<file path="config.mk">
export PLATFORM = sky130hd
export DESIGN_NAME = inv_mix_columns_iter
export DESIGN_NICKNAME = d
export VERILOG_FILES = /design/src/rtl/aes_pkg.sv /design/src/rtl/inv_mix_single_column.sv /design/src/rtl/inv_mix_columns_iter.sv
export SDC_FILE = /design/constraint.sdc
export NUM_CORES = 1
export LEC_CHECK = 0
export BUFFER_PORTS_ARGS = -buffer_cell sky130_fd_sc_hd__buf_4
export CELL_PAD_IN_SITES_DETAIL_PLACEMENT = 1
export CELL_PAD_IN_SITES_GLOBAL_PLACEMENT = 2
export CORE_ASPECT_RATIO = 0.9
export CORE_MARGIN = 2
export CORE_UTILIZATION = 32
export CTS_CLUSTER_DIAMETER = 50
export DETAILED_ROUTE_END_ITERATION = 10
export PLACE_DENSITY = 0.81
export SLEW_MARGIN = 20
export SYNTH_ARGS = -nofsm -noshare
export SYNTH_HDL_FRONTEND = slang
export SYNTH_HIERARCHICAL = 1
export SYNTH_SLANG_ARGS = --single-unit
export TNS_END_PERCENT = 50
</file>
<file path="constraint.sdc">
create_clock -name clk -period 3.3 [get_ports clk]
set_input_delay 0.66 -clock clk [delete_from_list [all_inputs] [get_ports clk]]
set_output_delay 0.66 -clock clk [all_outputs]
set_load 0.02 [all_outputs]
</file>
<file path="src/rtl/aes_pkg.sv">
// Purpose: shared AES constants, FSM state type and GF(2^8) helpers.
// Latency: n/a (package, combinational helper functions only).
// Backpressure: n/a.
package aes_pkg;

   // Reduction constant for x^8+x^4+x^3+x+1 after dropping the x^8 term.
   localparam logic [7:0] GF_POLY = 8'h1b;
   // Number of 32-bit columns in an AES state.
   localparam int         NB      = 4;

   typedef enum logic [1:0] {
      IDLE = 2'd0,
      BUSY = 2'd1,
      DONE = 2'd2
   } state_t;

   // Multiply by x in GF(2^8).
   function automatic logic [7:0] xtime(input logic [7:0] a);
      return {a[6:0], 1'b0} ^ (a[7] ? GF_POLY : 8'h00);
   endfunction

   // General GF(2^8) multiply; with a constant b it reduces to a small XOR tree.
   function automatic logic [7:0] gmul(input logic [7:0] a, input logic [7:0] b);
      logic [7:0] p;
      logic [7:0] x;
      p = 8'h00;
      x = a;
      for (int i = 0; i < 8; i++) begin
         if (b[i]) p = p ^ x;
         x = xtime(x);
      end
      return p;
   endfunction

endpackage

</file>
<file path="src/rtl/inv_mix_single_column.sv">
// Purpose: InvMixColumns on one 32-bit column (row 0 in the MSB byte).
// Latency: combinational, zero cycles.
// Backpressure: none; pure function of col_in.
// Ports: col_in [31:0] column to transform, col_out [31:0] transformed column.
module inv_mix_single_column
   import aes_pkg::*;
(
   input  logic [31:0] col_in,
   output logic [31:0] col_out
);

   logic [7:0] a0, a1, a2, a3;

   assign {a0, a1, a2, a3} = col_in;

   assign col_out[31:24] = gmul(a0, 8'h0e) ^ gmul(a1, 8'h0b) ^ gmul(a2, 8'h0d) ^ gmul(a3, 8'h09);
   assign col_out[23:16] = gmul(a0, 8'h09) ^ gmul(a1, 8'h0e) ^ gmul(a2, 8'h0b) ^ gmul(a3, 8'h0d);
   assign col_out[15:8]  = gmul(a0, 8'h0d) ^ gmul(a1, 8'h09) ^ gmul(a2, 8'h0e) ^ gmul(a3, 8'h0b);
   assign col_out[7:0]   = gmul(a0, 8'h0b) ^ gmul(a1, 8'h0d) ^ gmul(a2, 8'h09) ^ gmul(a3, 8'h0e);

endmodule

</file>
<file path="src/rtl/inv_mix_columns_iter.sv">
// Purpose: iterative AES InvMixColumns, COLS_PER_CYCLE columns per BUSY cycle (1, 2 or 4).
// Latency: 4/COLS_PER_CYCLE edges from acceptance to out_valid; one state in flight.
// Backpressure: result held stable in DONE until out_ready; in_ready low until then.
// Ports: clk, rst (sync, active-high), in_valid/in_ready/in_state[127:0],
//        out_valid/out_ready/out_state[127:0] (column c at bits [127-32c -: 32]).
module inv_mix_columns_iter
   import aes_pkg::*;
#(
   parameter int COLS_PER_CYCLE = 1
) (
   input  logic         clk,
   input  logic         rst,
   input  logic         in_valid,
   output logic         in_ready,
   input  logic [127:0] in_state,
   output logic         out_valid,
   input  logic         out_ready,
   output logic [127:0] out_state
);

   state_t      state_q;
   logic [1:0]  cnt_q;
   logic [31:0] cols_q  [NB];
   logic [31:0] col_res [COLS_PER_CYCLE];
   logic [2:0]  cnt_nxt;

   // One extra bit so the final step (cnt + step == 4) is detectable without wrapping.
   assign cnt_nxt = {1'b0, cnt_q} + 3'(COLS_PER_CYCLE);

   // cnt_q is always a multiple of COLS_PER_CYCLE, so cnt_q + k never passes column 3.
   for (genvar k = 0; k < COLS_PER_CYCLE; k++) begin : g_col
      logic [1:0] idx;
      assign idx = cnt_q + 2'(k);
      inv_mix_single_column u_col (
         .col_in  (cols_q[idx]),
         .col_out (col_res[k])
      );
   end

   assign out_state = {cols_q[0], cols_q[1], cols_q[2], cols_q[3]};

   always_ff @(posedge clk) begin
      if (rst) begin
         state_q   <= IDLE;
         cnt_q     <= '0;
         in_ready  <= 1'b1;
         out_valid <= 1'b0;
         for (int c = 0; c < NB; c++) cols_q[c] <= '0;
      end else begin
         unique case (state_q)
            IDLE: begin
               if (in_valid) begin
                  for (int c = 0; c < NB; c++) cols_q[c] <= in_state[127-32*c -: 32];
                  cnt_q    <= '0;
                  in_ready <= 1'b0;
                  state_q  <= BUSY;
               end
            end
            BUSY: begin
               for (int k = 0; k < COLS_PER_CYCLE; k++) cols_q[cnt_q + 2'(k)] <= col_res[k];
               if (cnt_nxt == 3'(NB)) begin
                  cnt_q     <= '0;
                  out_valid <= 1'b1;
                  state_q   <= DONE;
               end else begin
                  cnt_q <= cnt_nxt[1:0];
               end
            end
            DONE: begin
               if (out_ready) begin
                  out_valid <= 1'b0;
                  in_ready  <= 1'b1;
                  state_q   <= IDLE;
               end
            end
            default: begin
               out_valid <= 1'b0;
               in_ready  <= 1'b1;
               state_q   <= IDLE;
            end
         endcase
      end
   end

endmodule

</file>
==> metrics.txt <==
share of the synthesized area in the top cell type=43.4%; crit-path cells=buf_12 > mux4_2 > xor3_2 > xnor2_4 > xnor2_1 > xnor3_2 > a22o_1; post-synthesis sequential area ratio=45.2%; number of buffers added on ports=261; Setup CP Type=register to register; ant diodes=0; layout cells sized above 1=47.9%; post-DR wirelength/cell=25.5 um; row cnt=57; placed cell area=11300 um^2; CTS sink count=136; dpl hpwl=23.7 mm; grt total ovfl=0; Root Driver=clkbuf_16; Max Clock Freq=308 MHz; Die Width=179 um; flop2flop setup slack=approximately 53 ps; worst setup margin=53.1 ps; Total Routing Usage GR=a little over a fifth; worst-path cell with the longest stage delay=mux4_2; gp weighted congestion=0.920; Die Ht=162 um; yosys warns=6; hold depth=2; Hold Crit Start=rst; residual DRC count=0; clk buf depth=2; Util after Layout=44.3%; Die Area=~29000 um^2; period utilization=98.4%; WP data required=3470 ps; clk_lat worst skew=430 ps; status=completed; M2 GR Usage=37.1%; CTS tree=built; WP data arrival=3420 ps; Hold Path Class=input pin to register; skew final=~13 ps; top-level I/O count=~260; vias per cell=5.11; drt pass-1 iters=5; Final Hold Viols=0; Post-CTS Hold Fix Bufs=0; Synth Instances=between 500 and 600; Crit Path Max Fanout=14; CTS clk-pin slew, worst paths=60 ps; Slew HR=49.7%; commonest cells after routing, fill and taps aside=317 x buf_4, 128 x a22o_1, 128 x edfxtp_1, 115 x xnor2_1, 32 x mux4_2; fin area=~12000 um^2; DRT antenna net count=0; final net count=1011; fin cells=1241; Synth cell types=39; initial antenna violation count=0; Yosys reg bits=136; layout overhead on the synthesized area=35.5%; DP Worst Slack=28.1 ps; Iter 0 DRT Violations=slightly below 400; cell count after placement=1203; vias in the first global route=7008; startpoint types=register; R2R Path End=cols_q[2][21]; Worst setup EP type=register; commonest non-fill, non-tap cell in the layout=buf_4; Top Usage Layer GRT=met2; Core Region=27100 um^2; first-pass GRT wire length=45.4 mm; starting density of the core=32.7%; area leader, netlist=edfxtp_1; slew at the pin with the worst max-slew slack=between 700 and 800 ps; worst hold endpoint=out_valid; via count=6337; H-tree Lvls=4; Slew Limit Fails=0; Worst Reg-to-Reg Cells=7; Avg Inst Size Synth=15.0 um^2; Post-Syn Area=8860 um^2; RSZ-0062 raised after global routing=yes; CP peak stage delay=630 ps; Mapped Nets=a little over 700; CTS Buf Count=17; met1 usage=28.7%; maximum capacitance violations=0; Routed WL=31.7 mm; synth top area cells=edfxtp_1 43%, a22o_1 13%, xnor2_1 12%; met3 Use GR=4.94%; Final Setup Violations=0; minimum clock period=approximately 3200 ps; largest net degree at the start of global routing=69
[final cells by class]
type / count / area, um^2
inverters: 4 / 15.0
fillers: 2845 / 15100
clock buffers: 18 / 429
flip-flops and latches: 136 / 4010
clock inverters: 14 / 109
repair buffers: 324 / 2520
well taps: 354 / 443
multi-input cells: 391 / 4480
[state kept, by name, summed over array words and instances, names as in the netlist, named ones only]
register	count
cnt_q	2
cols_q	128
in_ready	1
out_valid	1
state_q	2
[stage by stage]
step	TNS [ps]	hold slack [ps]
2_1_floorplan	0	534
3_3_place_gp	0	525
3_5_place_dp	0	552
4_1_cts	0	489
5_1_grt	-34.9	510
6_report	0	499
[routing by layer]
| metal | routed length (um) | part of all wire, % |
|---|---|---|
| met1 | 13400 | 42 |
| met2 | 15700 | 49 |
| met3 | 2420 | 7.6 |
| met4 | 235 | 0.74 |
| met5 | 0 | 0 |
[synth_stat cells]
library cell and n:
mux2i_1 1, xor3_2 2, xnor2_4 2, buf_4 9
xnor3_2 1, nor3b_2 1, xnor2_1 123, o21ai_0 1
nor3b_1 1, xnor3_4 1, ha_1 5, xnor3_1 24
o21ba_2 1, and2_4 1, nor3_1 2, xor2_2 2
edfxtp_1 128, xor3_1 4, o32a_1 1, nor2_1 6
inv_1 4, dfxtp_1 8, nor2b_1 1, buf_1 3
clkbuf_1 8, mux4_2 32, buf_6 25, buf_2 13
a22oi_1 2, o21bai_1 1, xor3_4 1, a21oi_1 3
xnor2_2 4, a22o_1 128, nand2b_1 4, nor3_4 1
nand2b_4 1, and2_1 3, xor2_1 31
[repair_timing]
action                     CTS  global route
setup buffers                0             6
gates resized for setup      1            13
setup endpoints to repair    8            33
pin swaps                    0             2
[worst max path at each step]
stage | cells after the start | slack (ps) | to | from
after floorplan | 9 | 60 | cols_q[2][19] | register
after global placement | 8 | 60 | cols_q[2][22] | register
after detailed placement | 8 | 30 | cols_q[2][28] | register
after CTS | 7 | 8 | cols_q[2][11] | register
after global routing | 7 | -9 | cols_q[1][19] | register
final | 7 | 50 | cols_q[2][21] | register
[kinds of logic after synthesis]
family                   Yosys count  synth area share [%]
adder cells (fa/ha/maj)            5                 0.706
flip-flops                       136                  45.2
AO/OA/AOI/OAI                    137                  13.4
buffers and inverters             62                  5.31
AND/OR/NAND/NOR                   21                  1.60
multiplexers                      33                  8.25
XOR/XNOR                         195                  25.6
[worst max-delay path: cells and delay by family, from the launching register on]
family	cells	cell delay (ps)
flops	1	370
buf+inv	1	190
xor+xnor	4	1570
mux	1	630
compound gates	1	230
Power is left out: the tool's default activity adds up to more than one toggle a clock period on the data nets, which glitch-free logic cannot reach.
